### src/rtl/regfile_sequencer.sv
// Four-phase command sequencer (IDLE/READ/EXEC/WB) driving an external register file.
// Define REGSEQ_SAT_EN to make ADD/SUB saturate instead of wrapping.
module regfile_sequencer #(
    parameter int unsigned N = 4,
    parameter int unsigned W = 8
) (
    input  logic         clk,
    input  logic         rst,
    input  logic         cmd_valid,
    output logic         cmd_ready,
    input  logic [2:0]   cmd_op,
    input  logic [N-1:0] cmd_rd,
    input  logic [N-1:0] cmd_rs1,
    input  logic [N-1:0] cmd_rs2,
    input  logic [W-1:0] cmd_imm,
    output logic         rf_we,
    output logic [N-1:0] rf_addr_rd,
    output logic [N-1:0] rf_addr_rs1,
    output logic [N-1:0] rf_addr_rs2,
    output logic [W-1:0] rf_data_in,
    input  logic [W-1:0] rf_rs1,
    input  logic [W-1:0] rf_rs2,
    output logic         done,
    output logic [W-1:0] result,
    output logic         busy,
    output logic [15:0]  op_count
);

    typedef enum logic [1:0] {
        IDLE = 2'd0,
        READ = 2'd1,
        EXEC = 2'd2,
        WB   = 2'd3
    } state_e;

    typedef enum logic [2:0] {
        OP_ADD = 3'b000,
        OP_SUB = 3'b001,
        OP_AND = 3'b010,
        OP_OR  = 3'b011,
        OP_XOR = 3'b100,
        OP_LDI = 3'b101,
        OP_MOV = 3'b110,
        OP_NOP = 3'b111
    } op_e;

    state_e       state, state_nx;
    op_e          op_q;
    logic [N-1:0] rd_q, rs1_q, rs2_q;
    logic [W-1:0] imm_q;
    logic [W-1:0] opa_q, opb_q;
    logic [W-1:0] res_q;
    logic [W-1:0] alu;
    logic [15:0]  cnt_q;

`ifdef REGSEQ_SAT_EN
    logic [W:0] sum_ext, diff_ext;
    assign sum_ext  = {1'b0, opa_q} + {1'b0, opb_q};
    assign diff_ext = {1'b0, opa_q} - {1'b0, opb_q};
`endif

    always_ff @(posedge clk) begin
        if (rst) begin
            state <= IDLE;
        end else begin
            state <= state_nx;
        end
    end

    always_comb begin
        state_nx = state;
        unique case (state)
            IDLE: if (cmd_valid) state_nx = READ;
            READ: state_nx = EXEC;
            EXEC: state_nx = WB;
            WB:   state_nx = IDLE;
            default: state_nx = IDLE;
        endcase
    end

    always_comb begin
        alu = '0;
        unique case (op_q)
`ifdef REGSEQ_SAT_EN
            OP_ADD: alu = sum_ext[W] ? '1 : sum_ext[W-1:0];
            OP_SUB: alu = diff_ext[W] ? '0 : diff_ext[W-1:0];
`else
            OP_ADD: alu = opa_q + opb_q;
            OP_SUB: alu = opa_q - opb_q;
`endif
            OP_AND: alu = opa_q & opb_q;
            OP_OR:  alu = opa_q | opb_q;
            OP_XOR: alu = opa_q ^ opb_q;
            OP_LDI: alu = imm_q;
            OP_MOV: alu = opa_q;
            OP_NOP: alu = '0;
            default: alu = '0;
        endcase
    end

    // Command fields are captured only on acceptance, so the addresses hold through IDLE.
    always_ff @(posedge clk) begin
        if (rst) begin
            op_q  <= OP_NOP;
            rd_q  <= '0;
            rs1_q <= '0;
            rs2_q <= '0;
            imm_q <= '0;
            opa_q <= '0;
            opb_q <= '0;
            res_q <= '0;
            cnt_q <= '0;
        end else begin
            if (state == IDLE && cmd_valid) begin
                op_q  <= op_e'(cmd_op);
                rd_q  <= cmd_rd;
                rs1_q <= cmd_rs1;
                rs2_q <= cmd_rs2;
                imm_q <= cmd_imm;
            end
            if (state == READ) begin
                opa_q <= rf_rs1;
                opb_q <= rf_rs2;
            end
            if (state == EXEC) begin
                res_q <= alu;
            end
            if (state == WB) begin
                cnt_q <= cnt_q + 16'd1;
            end
        end
    end

    assign cmd_ready   = (state == IDLE);
    assign busy        = (state != IDLE);
    assign done        = (state == WB);
    assign rf_we       = (state == WB) && (op_q != OP_NOP);
    assign rf_addr_rd  = rd_q;
    assign rf_addr_rs1 = rs1_q;
    assign rf_addr_rs2 = rs2_q;
    assign rf_data_in  = res_q;
    // res_q loads at the EXEC->WB edge, so result changes exactly in the WB cycle.
    assign result      = res_q;
    assign op_count    = cnt_q;

endmodule

### config.mk
export PLATFORM = sky130hd
export DESIGN_NAME = regfile_sequencer
export DESIGN_NICKNAME = d
export VERILOG_FILES = /design/src/rtl/regfile_sequencer.sv
export SDC_FILE = /design/constraint.sdc
export NUM_CORES = 1
export LEC_CHECK = 0
export BUFFER_PORTS_ARGS = -buffer_cell sky130_fd_sc_hd__buf_2
export CORE_ASPECT_RATIO = 0.8
export CORE_MARGIN = 2
export CORE_UTILIZATION = 45
export DETAILED_ROUTE_END_ITERATION = 12
export PLACE_DENSITY = 0.68
export SLEW_MARGIN = 20
export SYNTH_ARGS = -nofsm -noshare
export SYNTH_HDL_FRONTEND = slang
export SYNTH_SLANG_ARGS = --single-unit
### constraint.sdc
create_clock -name clk -period 5.1 [get_ports clk]
set_clock_uncertainty 0.15 [all_clocks]
set_input_delay 0 -clock clk [delete_from_list [all_inputs] [get_ports clk]]
set_output_delay 0 -clock clk [all_outputs]
set_load 0.05 [all_outputs]
==> flow_summary.ini <==
[cells_and_area]
synthToLayoutAreaGrowth_pct = 28.0
fill_cells = 711
drive_gt1_share_pct = 20.3
n_antenna_cell = 0
final_nets = 620
utilization_pct = 58.7
stdcell_count = 660

[floorplan]
die_area_um2 = 8720
dieWidth_um = 104
start_util_pct = 45.8
num_rows = 29
die_h_um = 83.9
ios = 90
core_area_um2 = 7840

[global_routing]
grt_max_degree = 64
gr-total-overflow = 0
first_global_vias = 3193
grt_util_all_layers_pct = 21.0
antenna_found_initial = 0
grt_pass1_wl_um = 14900

[sta]
whs_ns = 0.118
grt_setup_unrepaired = false
hold_violations = 0
period_share_pct = 56.4
setup_tns_ns = 0
min_period_ns = 2.88
tightest_slew_ns = 1.03
fmax_mhz = 348
finalSetupViolations = 0
slew_headroom_pct = 31.5
maxSlewViolCount = 0

[power]
irDropWorstVdd_v = 0.000305
pwr_density_cell_nw_per_um2 = 507
seqPwrFrac_pct = 30.2
p_sw_share_pct = 46.9
power_switching_mw = 1.09
p_clk_share_pct = 15.8
p_total_mw = 2.33
p_int_mw = 1.24
power_frac_comb_pct = 53.9
p_leak_nw = 2.09

[route]
wl_um = 8720
drtAntennaViolNets = 0
wl_met3_um = 612
top_layer = met4
wl_per_cell_um = 13.2
routed-via-count = 3263
drt-met1-wl_um = 4160
vias_per_cell = 4.94
drt_iter0_markers = 174
drc = 0
wl_met2_um = 3880
first_pass_iters = 4

[placed_design]
io_buffers = 89
gp_congestion = 0.869
dp_hpwl_um = 6000
dp.cells = 605

[yosys]
synth-seq-area-share_pct = 36.2
syn-cell-area_um2 = 3590
synth_cells = 436
yosysWarnings = 0
syn_nets = 508
yosysTopAreaCell = dfxtp_1
avgSynthCellArea_um2 = 8.24
synth.distinct_cells = 42
synth_top_area_share_pct = 36.2
synth.area.top_cells = dfxtp_1, ha_1, mux2i_1
synth_seq_cells = 65

[clock_tree]
cts_sinks = 65
cts_resized = 0
clock-root-buffer = clkbuf_8
tritoncts = built
htree_levels = 3
path_clk_slew_ns = 0.07
cts_buffer_depth = 2
clk_latency_ns = 0.34
cts_setup_buffers = 0
cts_buffers = 9

[worst_setup_path]
crit_family = compound AO/OA/AOI/OAI gates
worstPathArrival_ns = 2.99
worst-path-buf-inv = 0
cp-start-kind = flip-flop
slowest_delay_ns = 0.54
critPathKind = flip-flop to flip-flop
crit_slowest_cell = dfxtp_1
required_ns = 5.21
crit_chain = nor3b_2, mux2i_1, fa_1, a211oi_1, o21bai_1, a21oi_1, nand4_1, o211ai_1
crit_path_max_fanout = 20
end_kind = flip-flop

[flow_run]
cap_violations = 0

[run_status]
outcome = complete, no violations

[worst_hold_path]
holdCritPathClass = primary input to flip-flop
-- cell families after synthesis --
kind of cell | synth area share [%]
DFF | 36.2
muxes | 7.87
adders and majority gates | 10.7
and+or+nand+nor | 18.8
xor gates and xnor gates | 5.61
AOI/OAI and AO/OA | 13.6
buffers and inverters | 7.17
-- worst reg2reg max path, stage by stage, from the launching register on --
cell	delay [ns]
dfxtp_1	0.54
nor3b_2	0.53
mux2i_1	0.20
fa_1	0.48
a211oi_1	0.34
o21bai_1	0.11
a21oi_1	0.20
nand4_1	0.13
o211ai_1	0.12
-- sequential cells by signal, indices dropped and copies added (netlist names) --
register and flops:
opa_q 8, op_count 16, rf_addr_rd 4, rf_addr_rs2 4, rf_addr_rs1 4, imm_q 8, result 8, op_q 3
opb_q 8, state 2
-- power groups by stage --
stage	clock, mW	combinational [mW]	sequential [mW]
final	0.369	1.26	0.705
after detailed placement	0	1.22	0.715
after global placement	0	1.20	0.711
after floorplan	0	0.896	0.799
after global routing	0.407	1.39	0.720
after CTS	0.384	1.25	0.705
-- routing by layer --
| layer | track usage (%) | vias to the layer above |
|---|---|---|
| li1 | - | 1682 |
| met1 | 27.8 | 1478 |
| met2 | 33.6 | 96 |
| met3 | 6.32 | 7 |
| met4 | 5.65 | 0 |
| met5 | 0 | - |
-- cells in the mapped netlist --
master     n
xnor2_1   11
a21o_1     2
ha_1      29
nor3b_1    1
nand3_4    1
buf_6      1
nand2b_1   3
nand2_1   67
a21oi_1   39
fa_1       1
o311ai_0   1
nor3_1     3
nor3b_2    1
o211ai_1   8
and3_2     2
a31oi_1    2
o22ai_1    2
inv_1     26
a221oi_1   1
dfxtp_1   65
nor2b_1    4
mux2i_1   26
mux2_2     2
buf_4      8
nand3_1    4
a211oi_1   7
buf_2      5
nand4_1    4
clkbuf_1  16
and3_1     5
a41oi_1    1
and2_1     1
o21bai_1   1
and4_1     1
xor2_1    12
o21ai_0   15
nor2_1    45
o221ai_1   3
o21a_1     1
or3_1      5
buf_1      1
nand3b_1   3
-- final cells by class --
type | count | area, µm² | area share [%]
Multi-Input combinational cell | 314 | 2030 | 44.2
Clock buffer | 10 | 128 | 2.78
Clock inverter | 5 | 33.8 | 0.735
Inverter | 26 | 97.6 | 2.12
Timing Repair Buffer | 132 | 868 | 18.9
Sequential cell | 65 | 1300 | 28.3
Tap cell | 108 | 135 | 2.94
-- cells in the final DEF (no fill, tap or decap), types with 7 or more instances in the layout --
| cell type | count |
|---|---|
| buf_2 | 89 |
| nand2_1 | 67 |
| dfxtp_1 | 65 |
| nor2_1 | 45 |
| dlygate4sd3_1 | 40 |
| a21oi_1 | 39 |
| ha_1 | 29 |
| inv_1 | 26 |
| mux2i_1 | 26 |
| o21ai_0 | 15 |
| xor2_1 | 12 |
| xnor2_1 | 11 |
| clkbuf_8 | 9 |
| o211ai_1 | 8 |
| a211oi_1 | 7 |
-- metrics by stage --
stage               cell area, µm²  worst slack [ns]
floorplan                     3590              2.74
global placement              4040              2.40
detailed placement            4040              2.32
CTS                           4600              2.26
global route                  4600              1.98
finish                        4600              2.22
-- repair_timing --
item                                    in CTS  in global routing
hold buffers                                40                  0
endpoints found under the setup margin       0                  0
endpoints found under the hold margin       41                  0
-- final timing paths --
path,slack [ns],cells past startpoint,to,startpoint
hold / removal,0.12,3,op_count[1],rst
setup / recovery,2.22,8,result[6],op_q[2]
hold reg to reg,0.31,2,rf_addr_rd[2],rf_addr_rd[2]
setup reg to reg,2.22,8,result[6],op_q[2]
Power figures use the tool's default switching activity.
